$ cat src/rtl/carregador_vetores_pkg.sv
// rtl/carregador_vetores_pkg.sv - shared types and defaults for the vector loader and operator stage
package pacote_vetores;

  // Operand width shared with the downstream vector-operator stage
  localparam int LARGURA_VETOR = 3;

  typedef enum logic [1:0] {
    OCIOSO   = 2'd0,
    RECEBE_A = 2'd1,
    RECEBE_B = 2'd2,
    ENTREGA  = 2'd3
  } estado_carga_t;

endpackage

$ cat src/rtl/carregador_vetores_if.sv
// rtl/carregador_vetores_if.sv - serial input and parallel output bundle of the vector loader
import pacote_vetores::*;

interface carregador_vetores_if #(
  parameter int LARGURA = LARGURA_VETOR
);
  logic               inicio;
  logic               bit_serial;
  logic               bit_valido;
  logic               saida_pronta;
  logic [LARGURA-1:0] a;
  logic [LARGURA-1:0] b;
  logic               saida_valida;
  logic               ocupado;
  logic               erro_timeout;

  // Side that feeds bits and consumes the operand pair
  modport master (
    output inicio, bit_serial, bit_valido, saida_pronta,
    input  a, b, saida_valida, ocupado, erro_timeout
  );

  // The loader itself
  modport slave (
    input  inicio, bit_serial, bit_valido, saida_pronta,
    output a, b, saida_valida, ocupado, erro_timeout
  );
endinterface

$ cat src/rtl/carregador_vetores_contador_timeout.sv
// rtl/carregador_vetores_contador_timeout.sv - saturating idle counter that flags a stalled frame
module contador_timeout #(
  parameter int TIMEOUT = 15
) (
  input  logic clk,
  input  logic rst_n,
  input  logic limpa,
  input  logic conta,
  output logic expirou
);
  localparam int            W      = $clog2(TIMEOUT + 1);
  localparam logic [W-1:0]  MAXIMO = W'(TIMEOUT);
  localparam logic [W-1:0]  LIMITE = W'(TIMEOUT - 1);

  logic [W-1:0] contagem;

  // Count consecutive idle cycles, clearing on request and holding at TIMEOUT
  always_ff @(posedge clk or negedge rst_n) begin
    if (!rst_n) begin
      contagem <= '0;
    end else if (limpa) begin
      contagem <= '0;
    end else if (conta && (contagem != MAXIMO)) begin
      contagem <= contagem + 1'b1;
    end
  end

  // High while the current idle cycle is the TIMEOUT-th in a row, so the
  // owner can register its abort on this same edge
  assign expirou = conta && (contagem >= LIMITE);

endmodule

$ cat src/rtl/carregador_vetores.sv
// rtl/carregador_vetores.sv - serial-to-parallel loader for the two vector operands
module carregador_vetores
  import pacote_vetores::*;
#(
  parameter int LARGURA = LARGURA_VETOR,
  parameter int TIMEOUT = 15
) (
  input logic                 clk,
  input logic                 rst_n,
  carregador_vetores_if.slave porta
);
  localparam int              CW     = $clog2(LARGURA + 1);
  localparam logic [CW-1:0]   ULTIMO = CW'(LARGURA - 1);

  estado_carga_t      estado, estado_prox;
  logic [LARGURA-1:0] sombra_a, sombra_a_prox;
  logic [LARGURA-1:0] sombra_b, sombra_b_prox;
  logic [CW-1:0]      cont_bits, cont_bits_prox;
  logic [LARGURA-1:0] a_reg, a_prox;
  logic [LARGURA-1:0] b_reg, b_prox;
  logic               valida_reg, valida_prox;
  logic               erro_reg, erro_prox;
  logic               ocupado_reg;
  logic               recebendo;
  logic               limpa_ocioso;
  logic               conta_ocioso;
  logic               expirou;

  assign recebendo    = (estado == RECEBE_A) || (estado == RECEBE_B);
  // Idle time only accrues inside a frame and only when nothing else happened
  assign limpa_ocioso = !recebendo || porta.inicio || porta.bit_valido;
  assign conta_ocioso = recebendo && !porta.inicio && !porta.bit_valido;

  contador_timeout #(
    .TIMEOUT (TIMEOUT)
  ) u_contador_timeout (
    .clk     (clk),
    .rst_n   (rst_n),
    .limpa   (limpa_ocioso),
    .conta   (conta_ocioso),
    .expirou (expirou)
  );

  // State register
  always_ff @(posedge clk or negedge rst_n) begin
    if (!rst_n) begin
      estado <= OCIOSO;
    end else begin
      estado <= estado_prox;
    end
  end

  // Next state, shadow capture and output-pair updates
  always_comb begin
    estado_prox    = estado;
    sombra_a_prox  = sombra_a;
    sombra_b_prox  = sombra_b;
    cont_bits_prox = cont_bits;
    a_prox         = a_reg;
    b_prox         = b_reg;
    valida_prox    = valida_reg;
    erro_prox      = 1'b0;

    case (estado)
      OCIOSO: begin
        if (porta.inicio) begin
          estado_prox    = RECEBE_A;
          sombra_a_prox  = '0;
          sombra_b_prox  = '0;
          cont_bits_prox = '0;
        end
      end

      RECEBE_A, RECEBE_B: begin
        if (porta.inicio) begin
          // Restart wins over a coincident bit, which is dropped
          estado_prox    = RECEBE_A;
          sombra_a_prox  = '0;
          sombra_b_prox  = '0;
          cont_bits_prox = '0;
        end else if (porta.bit_valido) begin
          for (int i = 0; i < LARGURA; i++) begin
            if (cont_bits == CW'(i)) begin
              if (estado == RECEBE_A) begin
                sombra_a_prox[i] = porta.bit_serial;
              end else begin
                sombra_b_prox[i] = porta.bit_serial;
              end
            end
          end
          if (cont_bits == ULTIMO) begin
            cont_bits_prox = '0;
            if (estado == RECEBE_A) begin
              estado_prox = RECEBE_B;
            end else begin
              // Last b bit lands in the output pair on the same edge
              estado_prox = ENTREGA;
              a_prox      = sombra_a_prox;
              b_prox      = sombra_b_prox;
              valida_prox = 1'b1;
            end
          end else begin
            cont_bits_prox = cont_bits + 1'b1;
          end
        end else if (expirou) begin
          // Stalled frame: drop partial data, keep the last delivered pair
          estado_prox    = OCIOSO;
          sombra_a_prox  = '0;
          sombra_b_prox  = '0;
          cont_bits_prox = '0;
          erro_prox      = 1'b1;
        end
      end

      ENTREGA: begin
        if (porta.saida_pronta) begin
          estado_prox = OCIOSO;
          valida_prox = 1'b0;
        end
      end

      default: begin
        estado_prox = OCIOSO;
      end
    endcase
  end

  // Shadow, counter and output registers; outputs never see inputs combinationally
  always_ff @(posedge clk or negedge rst_n) begin
    if (!rst_n) begin
      sombra_a    <= '0;
      sombra_b    <= '0;
      cont_bits   <= '0;
      a_reg       <= '0;
      b_reg       <= '0;
      valida_reg  <= 1'b0;
      erro_reg    <= 1'b0;
      ocupado_reg <= 1'b0;
    end else begin
      sombra_a    <= sombra_a_prox;
      sombra_b    <= sombra_b_prox;
      cont_bits   <= cont_bits_prox;
      a_reg       <= a_prox;
      b_reg       <= b_prox;
      valida_reg  <= valida_prox;
      erro_reg    <= erro_prox;
      ocupado_reg <= (estado_prox != OCIOSO);
    end
  end

  assign porta.a            = a_reg;
  assign porta.b            = b_reg;
  assign porta.saida_valida = valida_reg;
  assign porta.erro_timeout = erro_reg;
  assign porta.ocupado      = ocupado_reg;

endmodule

$ cat src/flat_wrapper.sv
// flat-port wrapper written by rule: the top's interface ports become plain ports
module carregador_vetores_flat import pacote_vetores::*;
#(
  parameter int LARGURA = LARGURA_VETOR,
  parameter int TIMEOUT = 15
)
  (clk, rst_n, porta_inicio, porta_bit_serial, porta_bit_valido, porta_saida_pronta, porta_a, porta_b, porta_saida_valida, porta_ocupado, porta_erro_timeout);
  carregador_vetores_if #(.LARGURA(LARGURA)) porta_i ();
  input logic clk;
  input logic rst_n;
  input wire logic [$bits(porta_i.inicio)-1:0] porta_inicio;
  input wire logic [$bits(porta_i.bit_serial)-1:0] porta_bit_serial;
  input wire logic [$bits(porta_i.bit_valido)-1:0] porta_bit_valido;
  input wire logic [$bits(porta_i.saida_pronta)-1:0] porta_saida_pronta;
  output wire logic [$bits(porta_i.a)-1:0] porta_a;
  output wire logic [$bits(porta_i.b)-1:0] porta_b;
  output wire logic [$bits(porta_i.saida_valida)-1:0] porta_saida_valida;
  output wire logic [$bits(porta_i.ocupado)-1:0] porta_ocupado;
  output wire logic [$bits(porta_i.erro_timeout)-1:0] porta_erro_timeout;
  assign porta_i.inicio = porta_inicio;
  assign porta_i.bit_serial = porta_bit_serial;
  assign porta_i.bit_valido = porta_bit_valido;
  assign porta_i.saida_pronta = porta_saida_pronta;
  assign porta_a = porta_i.a;
  assign porta_b = porta_i.b;
  assign porta_saida_valida = porta_i.saida_valida;
  assign porta_ocupado = porta_i.ocupado;
  assign porta_erro_timeout = porta_i.erro_timeout;
  carregador_vetores #(.LARGURA(LARGURA), .TIMEOUT(TIMEOUT)) u_core (.clk(clk), .rst_n(rst_n), .porta(porta_i));
endmodule
$ cat config.mk
export PLATFORM = sky130hd
export DESIGN_NAME = carregador_vetores_flat
export DESIGN_NICKNAME = d
export VERILOG_FILES = /design/src/rtl/carregador_vetores_pkg.sv /design/src/rtl/carregador_vetores_if.sv /design/src/rtl/carregador_vetores_contador_timeout.sv /design/src/rtl/carregador_vetores.sv /design/src/flat_wrapper.sv
export SDC_FILE = /design/constraint.sdc
export NUM_CORES = 1
export LEC_CHECK = 0
export CORE_ASPECT_RATIO = 0.7
export CORE_MARGIN = 3
export CORE_UTILIZATION = 57
export CTS_CLUSTER_SIZE = 16
export DETAILED_ROUTE_END_ITERATION = 8
export PLACE_DENSITY = 0.93
export SETUP_SLACK_MARGIN = 0.15
export SYNTH_ARGS = -nofsm -noshare
export SYNTH_HDL_FRONTEND = slang
export SYNTH_SLANG_ARGS = --single-unit
$ cat constraint.sdc
create_clock -name clk -period 2.6 [get_ports clk]
set_input_delay 0.26 -clock clk [delete_from_list [all_inputs] [get_ports clk]]
set_output_delay 0.26 -clock clk [all_outputs]
set_load 0.01 [all_outputs]
==> results of run 1 <==
critical path: cells and delay by family (launching register included):
family,cells,cell delay (ns)
adders and majority gates,1,0.38
and+or+nand+nor,3,0.83
AOI/OAI and AO/OA,1,0.26
buffers and inverters,1,0.08
DFF,1,0.41
cells by family after synthesis:
kind of cell | after synthesis
and+or+nand+nor | 35
AOI/OAI and AO/OA | 30
DFF | 22
buffers and inverters | 10
muxes | 7
adders and majority gates | 5
xor gates and xnor gates | 1
worst min-delay path by stage:
| stage | cells past startpoint | slack [ns] | end |
|---|---|---|---|
| finish | 2 | 0.29 | u_core.porta.a[0]$_DFFE_PN0P_ |
| global route | 2 | 0.29 | u_core.u_contador_timeout.contagem[3]$_DFFE_PN0P_ |
| CTS | 2 | 0.30 | u_core.sombra_b[1]$_DFFE_PN0P_ |
| detailed placement | 2 | 0.47 | u_core.porta.b[1]$_DFFE_PN0P_ |
| global placement | 2 | 0.46 | u_core.porta.b[1]$_DFFE_PN0P_ |
| floorplan | 0 | -0.04 | u_core.cont_bits[0]$_DFFE_PN0P_ |
power by group:
| part | internal [mW] | switching, mW |
|---|---|---|
| sequential | 0.389 | 0.0471 |
| clock | 0.0856 | 0.0987 |
| combinational | 0.167 | 0.229 |
per-layer routing:
metal / wire length [um] / global-route usage (%) / vias to the layer above
met2: 1240 / 34.3 / 61
met3: 194 / 6.85 / 14
met5: 0 / 0 / -
li1: - / - / 431
met4: 54 / 5.75 / 0
met1: 1080 / 27.5 / 451
final cells by class:
class	count	share of cell area, %
repair buffers	15	10.7
well taps	22	2.00
clock buffers	4	2.64
multi-input cells	78	42.5
inverters	8	2.18
flip-flops and latches	22	40.0
cell usage after synthesis, types with 2 or more instances:
library cell              instances  area (sq um)
sky130_fd_sc_hd__dfrtp_1         22           551
sky130_fd_sc_hd__o21ai_0         11          55.1
sky130_fd_sc_hd__nand2_1          9          33.8
sky130_fd_sc_hd__inv_1            8          30.0
sky130_fd_sc_hd__nor2_1           6          22.5
sky130_fd_sc_hd__ha_1             5          62.6
sky130_fd_sc_hd__a21oi_1          4          20.0
sky130_fd_sc_hd__nand3_1          4          20.0
sky130_fd_sc_hd__mux2_2           3          33.8
sky130_fd_sc_hd__mux2i_1          3          30.0
sky130_fd_sc_hd__nor3_1           3          15.0
sky130_fd_sc_hd__o21ai_1          3          15.0
sky130_fd_sc_hd__a31oi_1          2          12.5
stage by stage:
step | setup slack [ns] | hold WS (ns) | utilization, % | std cells
floorplan | 0.870 | -0.0356 | - | 110
global placement | 0.773 | 0.462 | 70.4 | 145
detailed placement | 0.692 | 0.470 | 70.4 | 145
CTS | 0.594 | 0.295 | 72.3 | 149
global route | 0.441 | 0.291 | 72.3 | 149
finish | 0.547 | 0.288 | 72.3 | 149
layout by cell type, fill, tap and decap left out, types with 2 or more instances in the layout:
cell,Yosys,final
sky130_fd_sc_hd__ha_1,5,5
sky130_fd_sc_hd__dfrtp_1,22,22
sky130_fd_sc_hd__o21ai_0,11,11
sky130_fd_sc_hd__o21ai_1,3,3
sky130_fd_sc_hd__nor3_1,3,3
sky130_fd_sc_hd__clkdlybuf4s50_1,0,14
sky130_fd_sc_hd__nand3_1,4,4
sky130_fd_sc_hd__nand2_1,9,9
sky130_fd_sc_hd__nor2_1,6,6
sky130_fd_sc_hd__mux2_2,3,3
sky130_fd_sc_hd__clkbuf_4,0,3
sky130_fd_sc_hd__mux2i_1,3,3
sky130_fd_sc_hd__a31oi_1,2,2
sky130_fd_sc_hd__inv_1,8,8
sky130_fd_sc_hd__a21oi_1,4,4
==> impl_metrics.py, run 1 <==
metrics = {
    "run_status": {
        "run_status": "finished, final reports clean",
    },
    "finish": {
        "max_flop_register": "u_core.u_contador_timeout.contagem",
        "ff_latch_area_sq_um": 551,
        "final_cell_area_sq_mm": 0.00138,
        "nets": 139,
        "syn2layout_area_growth_pct": 17.3,
        "post_route_cells_drive_above_1_share_pct": 15.0,
        "antenna_cells": 0,
        "layout.filler_cells": 134,
        "largest_register_ffs": 4,
        "multi_input_comb_area_sq_um": 584,
    },
    "worst_setup_path": {
        "timing.rr.start": "u_core.estado[1]$_DFF_PN0_",
        "path_class": "reg -> reg",
        "arrival_ns": 2.27,
        "crit_end": "u_core.sombra_a[0]$_DFFE_PN0P_",
        "reg2regPathDepth": 6,
        "rr_endpoint": "u_core.sombra_a[0]$_DFFE_PN0P_",
        "reg2reg_slack_ns": 0.55,
        "cells_along_the_critical_path": "inv_1 -> ha_1 -> nor2b_2 -> nor3b_4 -> nand3_2 -> o31ai_1",
        "launching_element_of_the_worst_setup_path": "u_core.estado[1]$_DFF_PN0_",
        "cp-start-kind": "flop",
        "cp_max_fo": 6,
        "cp-end-kind": "flop",
        "cp_data_required_time_ns": 2.81,
        "critical-path-max-stage-delay_ns": 0.41,
        "crit_slowest_cell": "sky130_fd_sc_hd__dfrtp_1",
    },
    "global_route": {
        "largest_net_degree_at_the_start_of_global_routing": 23,
        "track_usage_pct": 21.2,
        "gr-total-overflow": 0,
        "vias_in_the_first_global_route": 854,
        "grt_first_pass_wirelength_um": 4030,
        "number_of_antenna_violations_at_the_first_check_in_global_routing": 0,
    },
    "yosys": {
        "netlist_area_sq_mm": 0.00117,
        "dominantRegCellSynth": "sky130_fd_sc_hd__dfrtp_1",
        "synth.yosys.seq_area_share_pct": 46.9,
        "syn-num-nets": 121,
        "ys_warn_count": 0,
        "avgSynthCellArea_sq_um": 10.7,
        "synth-simple-area-share_pct": 19.6,
        "postSynthRegisterBits": 22,
        "synth.area.mux_share_pct": 6.40,
        "synth_top_family_by_area": "simple AND/OR/NAND/NOR gates",
        "post_synth_inst_count": 110,
        "async_flop_share_pct": 100,
        "post_synth_fa_ha_maj_area_fraction_pct": 5.33,
        "xor_xnor_cell_area_share_of_the_yosys_netlist_pct": 0.746,
        "synth_compound_area_share_pct": 17.7,
        "synth_enable_flop_cells": 0,
        "post_synth_num_cell_types": 40,
    },
    "clocking": {
        "clock_sink_count": 22,
        "cts-root-to-sink-buffers": 2,
        "clock_latency_of_the_later_clocked_register_in_the_worst_skew_pair_ns": 0.31,
        "post_cts.resized_instances": 0,
        "cts_root_buffer": "sky130_fd_sc_hd__clkbuf_4",
        "cts-buffers-inserted": 3,
        "clock_tree.htree_level_count": 1,
        "cts-hold-fix-buffers": 0,
        "tritoncts": "done",
        "cts_post_setup_buffers_inserted": 0,
        "clkTransAtPathRegs_ns": 0.11,
    },
    "sta": {
        "slew_viol_final": 0,
        "max_clock_freq_mhz": 487,
        "report.final.setup_viol": 0,
        "final-hold-violation-count": 0,
        "grt_setup_unrepaired": "false",
        "finalClockSkew_ns": 0.00294,
        "fin_setup_tns_ns": 0,
        "layout_worst_path_cycle_share_pct": 78.9,
        "worstMarginPinSlew_ns": 0.351,
        "timing.max_slew.rel_slack_pct": 76.4,
        "finalWorstPathRequiredPeriod_ns": 2.05,
    },
    "routing": {
        "routedWlPerCell_um": 17.2,
        "antenna_left": 0,
        "via_total_after_detailed_routing": 957,
        "route.final.wire_length_um": 2570,
        "post-route-drc-count": 0,
        "detail_route.first_pass.iterations": 5,
        "viasPerCell": 6.42,
        "dr.first_iter.drc_count": 74,
    },
    "floorplan": {
        "starting_density_of_the_core_pct": 61.7,
        "placement_rows": 13,
        "die_w_um": 60.2,
        "die_h_um": 44.0,
        "core_area_sq_mm": 0.00190,
        "die_footprint_sq_mm": 0.00265,
        "boundaryPins": 15,
    },
    "power_and_ir_drop": {
        "pwr_density_cell_mw_per_mm2": 738,
        "static_leakage_nw": 0.616,
        "peakVddDrop_mv": 0.501,
        "total_power_mw": 1.02,
    },
    "hold_path": {
        "min_path_type": "in -> async",
    },
    "placed_design": {
        "portBuffers": 14,
        "routabilityCongestion": 0.856,
        "placed_cell_area_sq_mm": 0.00134,
        "hpwlAfterDp_um": 1870,
    },
    "flow_run": {
        "max_cap_violations": 0,
    },
}
No activity file was read; power rests on OpenSTA's default activity.
==> inputs of run 2 (changes only) <==
--- a/config.mk
+++ b/config.mk
@@ -7,10 +7,10 @@
 export LEC_CHECK = 0
 export CORE_ASPECT_RATIO = 0.7
 export CORE_MARGIN = 3
-export CORE_UTILIZATION = 57
+export CORE_UTILIZATION = 53
 export CTS_CLUSTER_SIZE = 16
 export DETAILED_ROUTE_END_ITERATION = 8
-export PLACE_DENSITY = 0.93
+export PLACE_DENSITY = 0.88
 export SETUP_SLACK_MARGIN = 0.15
 export SYNTH_ARGS = -nofsm -noshare
 export SYNTH_HDL_FRONTEND = slang
==> constraint.sdc (replaced) <==
create_clock -name clk -period 2 [get_ports clk]
set_input_delay 0.2 -clock clk [delete_from_list [all_inputs] [get_ports clk]]
set_output_delay 0.2 -clock clk [all_outputs]
set_load 0.01 [all_outputs]
==> run 2 against run 1 <==
Critical path type unchanged. Hold slack worse by 0.080 ns. Largest cell class unchanged. Via count is 6.2% lower. Worst setup slack worse by 0.30 ns. Utilization is 0.98 points higher.
==> impl_metrics.py, run 2 (same netlist as run 1, synthesis figures left out) <==
metrics = {
    "run_status": {
        "run_status": "finished, final reports clean",
    },
    "floorplan": {
        "starting_density_of_the_core_pct": 59.6,
        "die_footprint_sq_mm": 0.00282,
        "boundaryPins": 15,
        "core_area_sq_mm": 0.00197,
        "placement_rows": 13,
        "die_h_um": 45.4,
        "die_w_um": 62.2,
    },
    "routing": {
        "viasPerCell": 5.54,
        "dr.first_iter.drc_count": 46,
        "route.final.wire_length_um": 2410,
        "via_total_after_detailed_routing": 898,
        "detail_route.first_pass.iterations": 6,
        "routedWlPerCell_um": 14.9,
        "antenna_left": 0,
        "post-route-drc-count": 0,
    },
    "power_and_ir_drop": {
        "p_comb_share_pct": 41.5,
        "cell_internal_pwr_uw": 894,
        "peakVddDrop_mv": 0.445,
        "swShare_pct": 35.6,
        "p_switching_uw": 494,
        "static_leakage_nw": 0.651,
        "power.sequential.fraction_pct": 40.4,
        "clk_network_pwr_share_pct": 18.0,
        "pwr_density_cell_mw_per_mm2": 962,
    },
    "sta": {
        "worstMarginPinSlew_ns": 0.363,
        "worst_hold_slack_ns": 0.208,
        "finalClockSkew_ns": 0.0152,
        "report.final.setup_viol": 0,
        "fin_setup_tns_ns": 0,
        "grt_setup_unrepaired": "false",
        "layout_worst_path_cycle_share_pct": 87.9,
        "finalWorstPathRequiredPeriod_ns": 1.76,
        "final-hold-violation-count": 0,
        "max_clock_freq_mhz": 569,
        "slew_viol_final": 0,
        "timing.max_slew.rel_slack_pct": 75.6,
    },
    "finish": {
        "leading_cell_type_in_the_layout_fill_and_taps_excluded": "sky130_fd_sc_hd__dfrtp_1",
        "largest_register_ffs": 4,
        "final_cell_area_sq_mm": 0.00144,
        "layout.cells.most_common_list": "22 x sky130_fd_sc_hd__dfrtp_1, 14 x sky130_fd_sc_hd__clkdlybuf4s50_1, 11 x sky130_fd_sc_hd__o21ai_0, 9 x sky130_fd_sc_hd__nand2_1, 8 x sky130_fd_sc_hd__inv_1",
        "nets": 144,
        "post_route_cells_drive_above_1_share_pct": 19.7,
        "syn2layout_area_growth_pct": 22.9,
        "antenna_cells": 0,
        "max_flop_register": "u_core.u_contador_timeout.contagem",
    },
    "worst_setup_path": {
        "cp-end-kind": "flop",
        "cells_along_the_critical_path": "inv_1 -> ha_4 -> or3b_4 -> nor2_4 -> o311ai_2 -> or2_1",
        "launching_element_of_the_worst_setup_path": "u_core.estado[1]$_DFF_PN0_",
        "arrival_ns": 1.98,
        "timing.rr.start": "u_core.estado[1]$_DFF_PN0_",
        "cp_data_required_time_ns": 2.23,
        "path_class": "reg -> reg",
        "cp-start-kind": "flop",
        "crit_slowest_cell": "sky130_fd_sc_hd__or3b_4",
        "cp_max_fo": 6,
        "critical-path-max-stage-delay_ns": 0.43,
    },
    "placed_design": {
        "portBuffers": 14,
        "placed_cell_area_sq_mm": 0.00135,
        "hpwlAfterDp_um": 1690,
        "routabilityCongestion": 0.854,
    },
    "clocking": {
        "clock_sink_count": 22,
        "tritoncts": "done",
        "clock_latency_of_the_later_clocked_register_in_the_worst_skew_pair_ns": 0.32,
        "cts_root_buffer": "sky130_fd_sc_hd__clkbuf_4",
        "cts-root-to-sink-buffers": 2,
        "clkTransAtPathRegs_ns": 0.13,
        "clock_tree.htree_level_count": 1,
        "cts-buffers-inserted": 3,
    },
    "global_route": {
        "gr-total-overflow": 0,
        "number_of_antenna_violations_at_the_first_check_in_global_routing": 0,
        "largest_net_degree_at_the_start_of_global_routing": 23,
        "grt_first_pass_wirelength_um": 4150,
        "track_usage_pct": 19.5,
        "vias_in_the_first_global_route": 884,
    },
    "hold_path": {
        "min_path_type": "in -> async",
    },
    "flow_run": {
        "max_cap_violations": 0,
    },
}
[run 2: cell count changes in the layout (fill, tap and decap cells not counted)]
cell                      before  now
sky130_fd_sc_hd__buf_4         1    6
sky130_fd_sc_hd__a32o_1        1    0
sky130_fd_sc_hd__a32o_2        0    1
sky130_fd_sc_hd__ha_1          5    4
sky130_fd_sc_hd__ha_4          0    1
sky130_fd_sc_hd__nor2b_2       1    0
sky130_fd_sc_hd__nor2b_4       0    1
[run 2: path summary, 6_finish.rpt]
check,endpoint,slack [ns],cells past startpoint
worst max register to register,u_core.porta.ocupado$_DFF_PN0_,0.24,6
worst min-delay path,u_core.porta.b[1]$_DFFE_PN0P_,0.21,2
worst min register to register,u_core.porta.b[0]$_DFFE_PN0P_,0.50,2
min in group clk,u_core.porta.b[0]$_DFFE_PN0P_,0.50,2
worst max-delay path,u_core.porta.ocupado$_DFF_PN0_,0.24,6
max in group asynchronous,u_core.u_contador_timeout.contagem[1]$_DFFE_PN0P_,1.56,2
[run 2: cell type report]
cell class              instances  area, sq um
multi-input cells              78          603
clock buffers                   4         36.3
fillers                       130          526
repair buffers                 20          185
flip-flops and latches         22          551
well taps                      30         37.5
inverters                       8         30.0
[run 2: metrics by stage]
stage                     setup slack (ns)  instances  total power, mW  utilization [%]
after floorplan                      0.270        110            0.914                -
after global placement               0.201        153             1.04             68.6
after detailed placement             0.113        153             1.06             68.6
after CTS                            0.197        161             1.33             72.0
after global routing                 0.192        162             1.48             73.3
final                                0.242        162             1.39             73.3
[run 2: critical path: cells and delay by family, from the launching register on]
| kind | cells | cell delay, ns |
|---|---|---|
| flip-flops | 1 | 0.38 |
| AND/OR/NAND/NOR | 3 | 0.78 |
| AO/OA/AOI/OAI | 1 | 0.12 |
| adder cells (fa/ha/maj) | 1 | 0.30 |
| buffers and inverters | 1 | 0.08 |
[run 2: what timing repair did]
item / CTS / global route
hold buffers: 0 / 0
endpoints found under the setup margin: 3 / 6
setup buffers: 4 / 1
pin swaps: 0 / 0
hold endpoints to repair: 0 / 0
resized for setup: 0 / 4
[run 2: power groups by stage]
stage          clock network (mW)  registers, mW  logic, mW
5_1_grt                     0.277          0.571      0.631
4_1_cts                     0.255          0.560      0.520
6_report                    0.250          0.561      0.576
3_3_place_gp                    0          0.570      0.470
3_5_place_dp                    0          0.576      0.485
2_1_floorplan                   0          0.565      0.348
[run 2: routing by layer]
layer	vias to the layer above	share of wire [%]	track usage [%]
met5	-	0	0
met4	0	0.95	7.49
met3	4	6.0	5.43
met2	28	47	30.6
met1	428	46	26.5
li1	438	-	-
